**src/rtl/pnml_lim_row.sv**
```systemverilog
// pnml_lim_row: one row of perpendicular nanomagnetic logic cells used as a
// logic-in-memory element. Commands load, read, shift/rotate the row, or apply
// a NAND/NOR with an operand through the two clocking-field phases.
//
// Ports
//   clk_i, rstn        clock, asynchronous active-low reset
//   cmd_*              command channel (valid/ready); op, phase enables, amount, fill, data
//   rsp_*              response channel (valid/ready); row contents and error flag
//   row_o              live row state
//   bz_s_o, bz_m_o     field-phase indicators (PH1 select, phase enabled)
//   current_m_o        shift-current indicator, high in every SHIFT cycle
module pnml_lim_row #(
    parameter  int unsigned WIDTH = 8,
    localparam int unsigned AMT_W = $clog2(WIDTH)
) (
    input  logic             clk_i,
    input  logic             rstn,
    input  logic             cmd_valid_i,
    output logic             cmd_ready_o,
    input  logic [2:0]       cmd_op_i,
    input  logic [1:0]       cmd_pol_i,
    input  logic [AMT_W-1:0] cmd_amt_i,
    input  logic             cmd_fill_i,
    input  logic [WIDTH-1:0] cmd_data_i,
    output logic             rsp_valid_o,
    input  logic             rsp_ready_i,
    output logic [WIDTH-1:0] rsp_data_o,
    output logic             rsp_err_o,
    output logic [WIDTH-1:0] row_o,
    output logic             bz_s_o,
    output logic             bz_m_o,
    output logic             current_m_o
);

    typedef enum logic [2:0] {
        OP_LOAD = 3'd0,
        OP_NAND = 3'd1,
        OP_NOR  = 3'd2,
        OP_SHR  = 3'd3,
        OP_SHL  = 3'd4,
        OP_ROR  = 3'd5,
        OP_READ = 3'd6,
        OP_ILL  = 3'd7
    } op_t;

    typedef enum logic [2:0] {
        S_IDLE  = 3'd0,
        S_PH0   = 3'd1,
        S_PH1   = 3'd2,
        S_SHIFT = 3'd3,
        S_RESP  = 3'd4
    } state_t;

    state_t           state_q, state_d;
    logic [WIDTH-1:0] row_q, row_d;
    logic [WIDTH-1:0] snap_q, opnd_q;
    op_t              op_q;
    logic [1:0]       pol_q;
    logic             fill_q;
    logic [AMT_W-1:0] cnt_q, cnt_d;
    logic             err_q, err_d;

    logic             accept_c;
    logic             amt_bad_c;
    logic [WIDTH-1:0] eval_c;
    logic [WIDTH-1:0] shift_c;

    assign accept_c = cmd_valid_i && (state_q == S_IDLE);

    // Amount range check; only reachable when WIDTH is not a power of two.
    generate
        if (WIDTH == (1 << AMT_W)) begin : g_amt_full
            assign amt_bad_c = 1'b0;
        end else begin : g_amt_part
            localparam logic [AMT_W-1:0] AMT_MAX = AMT_W'(WIDTH - 1);
            assign amt_bad_c = (cmd_amt_i > AMT_MAX);
        end
    endgenerate

    // Logic evaluation uses only the values frozen at acceptance.
    assign eval_c = (op_q == OP_NOR) ? ~(snap_q | opnd_q) : ~(snap_q & opnd_q);

    // One-position move of the row for the latched shift/rotate opcode.
    always_comb begin
        shift_c = row_q;
        case (op_q)
            OP_SHR:  shift_c = {fill_q, row_q[WIDTH-1:1]};
            OP_SHL:  shift_c = {row_q[WIDTH-2:0], fill_q};
            OP_ROR:  shift_c = {row_q[0], row_q[WIDTH-1:1]};
            default: shift_c = row_q;
        endcase
    end

    // Next-state and row update.
    always_comb begin
        state_d = state_q;
        row_d   = row_q;
        cnt_d   = cnt_q;
        err_d   = err_q;
        case (state_q)
            S_IDLE: begin
                if (accept_c) begin
                    err_d   = 1'b0;
                    state_d = S_RESP;
                    case (op_t'(cmd_op_i))
                        OP_LOAD: row_d = cmd_data_i;
                        OP_READ: ;
                        OP_NAND, OP_NOR: state_d = S_PH0;
                        OP_SHR, OP_SHL, OP_ROR: begin
                            if (amt_bad_c) begin
                                err_d = 1'b1;
                            end else if (cmd_amt_i != '0) begin
                                state_d = S_SHIFT;
                                cnt_d   = cmd_amt_i;
                            end
                        end
                        default: err_d = 1'b1;
                    endcase
                end
            end
            // PH0: cells holding 1 may switch to the evaluated value.
            S_PH0: begin
                if (pol_q[0]) row_d = row_q & eval_c;
                state_d = S_PH1;
            end
            // PH1: cells holding 0 may switch to the evaluated value.
            S_PH1: begin
                if (pol_q[1]) row_d = row_q | eval_c;
                state_d = S_RESP;
            end
            S_SHIFT: begin
                row_d = shift_c;
                cnt_d = cnt_q - AMT_W'(1);
                if (cnt_q == AMT_W'(1)) state_d = S_RESP;
            end
            S_RESP: begin
                if (rsp_ready_i) state_d = S_IDLE;
            end
            default: state_d = S_IDLE;
        endcase
    end

    // State, row and latched command fields.
    always_ff @(posedge clk_i or negedge rstn) begin
        if (!rstn) begin
            state_q <= S_IDLE;
            row_q   <= '0;
            snap_q  <= '0;
            opnd_q  <= '0;
            op_q    <= OP_LOAD;
            pol_q   <= '0;
            fill_q  <= 1'b0;
            cnt_q   <= '0;
            err_q   <= 1'b0;
        end else begin
            state_q <= state_d;
            row_q   <= row_d;
            cnt_q   <= cnt_d;
            err_q   <= err_d;
            if (accept_c) begin
                snap_q <= row_q;
                opnd_q <= cmd_data_i;
                op_q   <= op_t'(cmd_op_i);
                pol_q  <= cmd_pol_i;
                fill_q <= cmd_fill_i;
            end
        end
    end

    // Outputs decode registered state only.
    assign cmd_ready_o = (state_q == S_IDLE);
    assign rsp_valid_o = (state_q == S_RESP);
    assign rsp_data_o  = row_q;
    assign rsp_err_o   = (state_q == S_RESP) && err_q;
    assign row_o       = row_q;
    assign bz_s_o      = (state_q == S_PH1);
    assign bz_m_o      = ((state_q == S_PH0) && pol_q[0]) || ((state_q == S_PH1) && pol_q[1]);
    assign current_m_o = (state_q == S_SHIFT);

endmodule
```
**config.mk**
```make
export PLATFORM = sky130hd
export DESIGN_NAME = pnml_lim_row
export DESIGN_NICKNAME = d
export VERILOG_FILES = /design/src/rtl/pnml_lim_row.sv
export SDC_FILE = /design/constraint.sdc
export NUM_CORES = 1
export LEC_CHECK = 0
export ABC_AREA = 1
export CAP_MARGIN = 30
export CORE_ASPECT_RATIO = 1.75
export CORE_MARGIN = 3
export CORE_UTILIZATION = 47
export CTS_CLUSTER_DIAMETER = 60
export DETAILED_ROUTE_END_ITERATION = 8
export PLACE_DENSITY = 0.79
export REMOVE_ABC_BUFFERS = 1
export SLEW_MARGIN = 30
export SYNTH_ARGS = -nofsm -noshare
export SYNTH_HDL_FRONTEND = slang
export SYNTH_SLANG_ARGS = --single-unit
```
**constraint.sdc**
```tcl
create_clock -name clk_i -period 1.2 [get_ports clk_i]
set_clock_uncertainty 0.05 [all_clocks]
set_input_delay 0.3 -clock clk_i [delete_from_list [all_inputs] [get_ports clk_i]]
set_output_delay 0.3 -clock clk_i [all_outputs]
set_load 0.03 [all_outputs]
```
==> impl_metrics.py, run 1 <==
metrics = {
    "sta": {
        "setup_viol": 59,
        "tightest_slew_ns": 0.578,
        "finalCritPeriodShare_pct": 150,
        "finalMaxSlewViolations": 0,
        "post-route-min-period_ns": 1.80,
        "rsz0062_at_grt": "true",
        "finalHoldViolCount": 0,
        "finalWorstSetupSlack_ns": -0.601,
        "relSlewSlack_pct": 61.1,
        "clock.fmax_mhz": 555,
    },
    "yosys": {
        "synth.ff_latch_count": 37,
        "synth_cell_types": 20,
        "synth_top_cell_area_share_pct": 40.0,
        "synth_top_area_cell": "dfrtp_1",
        "yosys_warnings": 0,
        "async_reset_ff_share_pct": 100,
        "synth_edf_count": 0,
        "yosys-top-cells-area": "dfrtp_1, nand2_1, o21ai_0, inv_1, nor2_1",
        "syn_area_per_cell_um2": 6.49,
        "synthesis.area_mm2": 0.00232,
        "ys_top_cells_by_count": "nand2_1, inv_1, nor2_1, o21ai_0, dfrtp_1",
        "synth.most_common_cell": "nand2_1",
        "synth_flop_cell": "dfrtp_1",
        "syn_inst": 357,
        "ys_seq_area_share_pct": 40.0,
    },
    "critical_path": {
        "path_cells": "inv_2 > nand2_4 > nor2_4 > nand2_1 > o21ai_1 > buf_4",
        "critPathTopFamily": "flip-flops",
        "worstPathMaxFanout": 5,
        "cpMaxStageDelayCell": "dfrtp_1",
        "critPathKind": "reg -> out",
        "worstSetupStartpointType": "register",
        "slowest_delay_ns": 0.46,
        "crit_path_end_kind": "primary output",
        "required_ns": 0.85,
        "cp.buffers_inverters": 2,
        "arrival_ns": 1.45,
    },
    "global_routing": {
        "antenna_found_initial": 0,
        "grt_pass1_vias": 2667,
        "grt_usage_pct": 24.8,
        "grt_first_pass_wirelength_mm": 11.3,
        "grt_overflow": 0,
        "grt_max_degree": 38,
    },
    "route": {
        "vias": 2704,
        "wirelength_mm": 7.35,
        "antenna_left": 0,
        "drtIter0Drc": 125,
        "firstDrtPassIters": 5,
        "post_drt_via_cell_ratio": 5.27,
        "post_drt_wl_per_cell_um": 14.3,
        "drc": 0,
    },
    "die": {
        "start_util_pct": 49.2,
        "die_w_um": 59.1,
        "dieArea_mm2": 0.00584,
        "num_io_pins": 43,
        "core_area_mm2": 0.00471,
        "rows": 33,
        "die_h_um": 98.9,
    },
    "pwr": {
        "ir_worst_vdd_v": 0.00190,
        "p_switching_w": 0.00455,
        "switching_share_pct": 46.7,
        "combPwrFrac_pct": 65.4,
        "pwr_density_cell_mw_per_mm2": 2710,
        "power.total_w": 0.00975,
        "intPower_w": 0.00519,
        "seq_power_share_pct": 24.6,
        "p_clk_share_pct": 9.9,
        "leakage_nw": 1.86,
    },
    "clock_network": {
        "cts_tree": "yes",
        "path_clk_slew_ns": 0.07,
        "clock_sinks": 37,
        "cts_made_buffers": 5,
        "cts_root_buf": "clkbuf_8",
        "clk_latency_ns": 0.29,
        "cts_max_path_buffers": 2,
        "cts_htree_levels": 2,
    },
    "place": {
        "post-place-ws_ns": -0.527,
        "place_hpwl_mm": 4.36,
        "portBuffers": 42,
        "gp_congestion": 0.882,
        "dpl-instance-area_mm2": 0.00299,
    },
    "finish": {
        "design_area_mm2": 0.00360,
        "syn_to_final_growth_pct": 55.4,
        "drive_gt1_share_pct": 31.5,
        "final_net_count": 483,
        "n_antenna_cell": 0,
    },
    "hold_path": {
        "holdCritPathClass": "in -> reg",
    },
    "outcome": {
        "violations": "negative setup slack",
        "status": "complete, but fails checks",
    },
    "job": {
        "cap_violations": 0,
    },
}
==> cell families (layout without fill, tap and decap cells) <==
logic type,count (synthesis),after routing,share of synthesized area (%)
buffers and inverters,68,171,13.1
adders and majority gates,2,2,1.08
and+or+nand+nor,198,199,33.9
DFF,37,37,40.0
AOI/OAI and AO/OA,52,52,12.0
==> tightest hold or removal path, cell delays in order <==
cell and delay, ns:
dlygate4sd2_1 0.27, nand2_1 0.08, o21ai_1 0.06
==> routing by layer <==
| metal | share of wire, % | track usage, % | vias up |
|---|---|---|---|
| met5 | 0 | 0 | - |
| met4 | 5.5 | 14.1 | 0 |
| met3 | 4.6 | 3.54 | 33 |
| met2 | 56 | 45.4 | 111 |
| met1 | 34 | 25.4 | 1257 |
| li1 | - | - | 1303 |
==> layout by cell type, fill, tap and decap left out, types with 2 or more instances in the layout <==
cell,count
ha_1,2
buf_4,49
nor2_2,6
inv_2,5
clkdlybuf4s50_1,17
clkbuf_8,7
o21ai_2,3
inv_1,45
buf_6,39
dlygate4sd2_1,2
a21oi_1,3
clkinvlp_4,3
nand2_2,5
dfrtp_2,6
nor2_4,8
a21oi_2,2
nor2_1,32
nand2_4,5
nand3_1,23
o21ai_1,15
o21ai_0,21
nand2_1,116
dfrtp_1,31
o21a_1,5
==> sequential cells by signal, indices dropped and copies added, names as in the netlist <==
signal,count
pol_q,2
state_q,3
fill_q,1
opnd_q,8
cnt_q,3
op_q,3
row_o,8
snap_q,8
err_q,1
==> timing repair <==
item	CTS	global route
gates cloned	2	0
hold buffers	1	0
setup endpoints to repair	59	59
pin swaps	5	7
buffers inserted	14	9
endpoints found under the hold margin	37	0
resized for setup	85	29
==> power groups by stage <==
stage	combinational (W)	sequential, W	clock [W]
2_1_floorplan	0.00221	0.00280	0
3_3_place_gp	0.00449	0.00233	0
3_5_place_dp	0.00461	0.00236	0
4_1_cts	0.00573	0.00235	0.000969
5_1_grt	0.00695	0.00247	0.00102
6_report	0.00638	0.00240	0.000969
==> worst paths after layout <==
| check | start | end | slack (ns) | cells after the start |
|---|---|---|---|---|
| max in group asynchronous | rstn | state_q[0]$_DFFE_PN0P_ | 0.45 | 3 |
| max reg2reg | state_q[2]$_DFFE_PN0P_ | row_o[6]$_DFFE_PN0P_ | -0.52 | 10 |
| min in group asynchronous | rstn | opnd_q[1]$_DFFE_PN0P_ | 0.45 | 3 |
| min | cmd_op_i[1] | op_q[1]$_DFFE_PN0P_ | 0.41 | 3 |
| min reg2reg | opnd_q[0]$_DFFE_PN0P_ | opnd_q[0]$_DFFE_PN0P_ | 0.46 | 2 |
| max | state_q[2]$_DFFE_PN0P_ | bz_m_o | -0.60 | 6 |
==> layout make-up <==
cell class / count / area, µm²
timing repair inverter: 1 / 7.51
multi-input combinational: 253 / 1260
fill: 324 / 1110
tap: 52 / 65.1
clock buffer: 7 / 96.3
sequential: 37 / 933
inverter: 52 / 203
timing repair buffer: 110 / 1030
clock inverter: 1 / 5.00
==> through the flow <==
| step | hold WS, ns | utilization [%] | setup TNS (ns) | std cells |
|---|---|---|---|---|
| after floorplan | -0.0456 | - | -33.18 | 341 |
| after global placement | 0.228 | 63.5 | -13.95 | 480 |
| after detailed placement | 0.227 | 63.5 | -14.88 | 480 |
| after CTS | 0.399 | 73.0 | -15.77 | 505 |
| after global routing | 0.435 | 76.5 | -22.58 | 513 |
| final | 0.411 | 76.5 | -19.29 | 513 |
No activity file was read; power rests on OpenSTA's default activity.
==> run 2: changes to the inputs <==
ABC_CLOCK_PERIOD_IN_PS = 1200   (was not set)
CORE_MARGIN = not set   (was 3)
==> run 2 against run 1 <==
Against the previous run: the flow still finishes with violations (negative setup slack); die area down 11%; setup slack worse by 0.017 ns; first-iteration DRC count down 29%; count of clock-buffer cells in the layout unchanged; global-route usage up 4.2 points; worst hold slack better by 0.038 ns; combinational power down 5.2%; maximum frequency down 0.94%.
==> impl_metrics.py, run 2 (synthesized netlist as in run 1, its figures left out) <==
metrics = {
    "die": {
        "num_io_pins": 43,
        "die_w_um": 55.1,
        "rows": 33,
        "core_area_mm2": 0.00471,
        "die_h_um": 94.9,
        "start_util_pct": 49.2,
        "dieArea_mm2": 0.00523,
    },
    "finish": {
        "drive_gt1_share_pct": 30.2,
        "finish.utilization_pct": 74.9,
        "final_net_count": 479,
        "final_common_cell": "nand2_1",
        "syn_to_final_growth_pct": 52.1,
        "mostFrequentLayoutCells": "nand2_1, buf_4, inv_1",
        "final_cells": 509,
        "n_antenna_cell": 0,
    },
    "critical_path": {
        "cpMaxStageDelayCell": "dfrtp_1",
        "cp.buffers_inverters": 2,
        "worstPathMaxFanout": 6,
        "critPathKind": "reg -> out",
        "crit_path_end_kind": "primary output",
        "worstSetupStartpointType": "register",
        "path_cells": "inv_2 > nand2_4 > nor2_4 > nand2_1 > o21ai_1 > buf_4",
        "required_ns": 0.85,
        "slowest_delay_ns": 0.45,
        "critPathTopFamily": "flip-flops",
        "arrival_ns": 1.47,
    },
    "clock_network": {
        "clock_sinks": 37,
        "clk_latency_ns": 0.30,
        "cts_made_buffers": 5,
        "cts_max_path_buffers": 2,
        "path_clk_slew_ns": 0.07,
        "cts_tree": "yes",
        "cts_root_buf": "clkbuf_8",
        "cts_htree_levels": 2,
    },
    "route": {
        "antenna_left": 0,
        "drtIter0Drc": 89,
        "firstDrtPassIters": 5,
        "drc": 0,
        "post_drt_wl_per_cell_um": 14.0,
        "vias": 2657,
        "wirelength_mm": 7.15,
        "post_drt_via_cell_ratio": 5.22,
    },
    "global_routing": {
        "antenna_found_initial": 0,
        "grt_max_degree": 38,
        "grt_pass1_vias": 2642,
        "grt_overflow": 0,
        "grt_usage_pct": 29.0,
        "grt_first_pass_wirelength_mm": 11.1,
    },
    "sta": {
        "relSlewSlack_pct": 80.4,
        "setup_tns_ns": -16.07,
        "tightest_slew_ns": 0.291,
        "clock.fmax_mhz": 550,
        "finalHoldViolCount": 0,
        "setup_viol": 59,
        "finalWorstSetupSlack_ns": -0.618,
        "post-route-min-period_ns": 1.82,
        "rsz0062_at_grt": "true",
        "finalMaxSlewViolations": 0,
        "finalCritPeriodShare_pct": 152,
    },
    "place": {
        "portBuffers": 42,
        "dp.cells": 477,
        "gp_congestion": 0.913,
        "place_hpwl_mm": 4.37,
    },
    "hold_path": {
        "holdCritPathClass": "in -> async",
    },
    "pwr": {
        "power.total_w": 0.00941,
        "leakage_nw": 1.83,
        "pwr_density_cell_mw_per_mm2": 2670,
        "ir_worst_vdd_v": 0.00216,
    },
    "outcome": {
        "status": "complete, but fails checks",
        "violations": "negative setup slack",
    },
    "job": {
        "cap_violations": 0,
    },
}
==> run 2: final timing paths <==
| check | from | end | slack (ns) | cells past startpoint |
|---|---|---|---|---|
| setup / recovery | state_q[2]$_DFFE_PN0P_ | bz_m_o | -0.62 | 6 |
| hold / removal | rstn | opnd_q[1]$_DFFE_PN0P_ | 0.45 | 3 |
| setup reg to reg | state_q[2]$_DFFE_PN0P_ | row_o[7]$_DFFE_PN0P_ | -0.47 | 9 |
| hold reg to reg | opnd_q[1]$_DFFE_PN0P_ | opnd_q[1]$_DFFE_PN0P_ | 0.46 | 2 |
| max in group asynchronous | rstn | row_o[2]$_DFFE_PN0P_ | 0.44 | 3 |
| min in group clk_i | opnd_q[1]$_DFFE_PN0P_ | opnd_q[1]$_DFFE_PN0P_ | 0.46 | 2 |
==> run 2: cell type report <==
class	count	area [µm²]
tap	52	65.1
multi-input combinational	253	1240
timing repair inverter	1	7.51
clock buffer	7	96.3
sequential	37	931
timing repair buffer	106	977
inverter	52	201
clock inverter	1	5.00
fill	346	1180
==> run 2: stage by stage <==
step           setup WS (ns)  hold WS [ns]  cell area (µm²)
2_1_floorplan          -1.24       -0.0456             2210
3_3_place_gp          -0.494         0.232             2980
3_5_place_dp          -0.582         0.237             2980
4_1_cts               -0.481         0.461             3470
5_1_grt               -0.644         0.477             3520
6_report              -0.618         0.450             3520
==> run 2: worst reg2reg max path: stages (launching register included) <==
cell	delay, ns
dfrtp_1	0.45
inv_2	0.12
nand2_2	0.14
buf_4	0.12
nor2_1	0.04
nor2_2	0.23
nand2_4	0.15
nor2_1	0.16
nand2_1	0.08
nand2_1	0.07
==> run 2: power by group <==
part | internal [W] | switching (W) | leakage, nW
Sequential | 0.00184 | 0.000527 | 0.458
Combinational | 0.00260 | 0.00345 | 1.31
Clock | 0.000520 | 0.000469 | 0.0542
==> run 2: timing repair <==
action                                  CTS  global route
resized for setup                        70            14
cloned                                    2             0
pin swaps                                 9             7
buffers inserted                         20             3
endpoints found under the setup margin   59            59
hold endpoints to repair                 37             0
hold buffers                              1             0
==> run 2: per-layer routing <==
layer  GRT usage (%)  up-vias  part of all wire, %  wire length [µm]
li1                -     1295                    -                 -
met1            30.4     1241                   37              2620
met2            52.9       95                   56              3970
met3            3.54       26                  3.8               272
met4            14.6        0                  3.9               280
met5               0        -                    0                 0
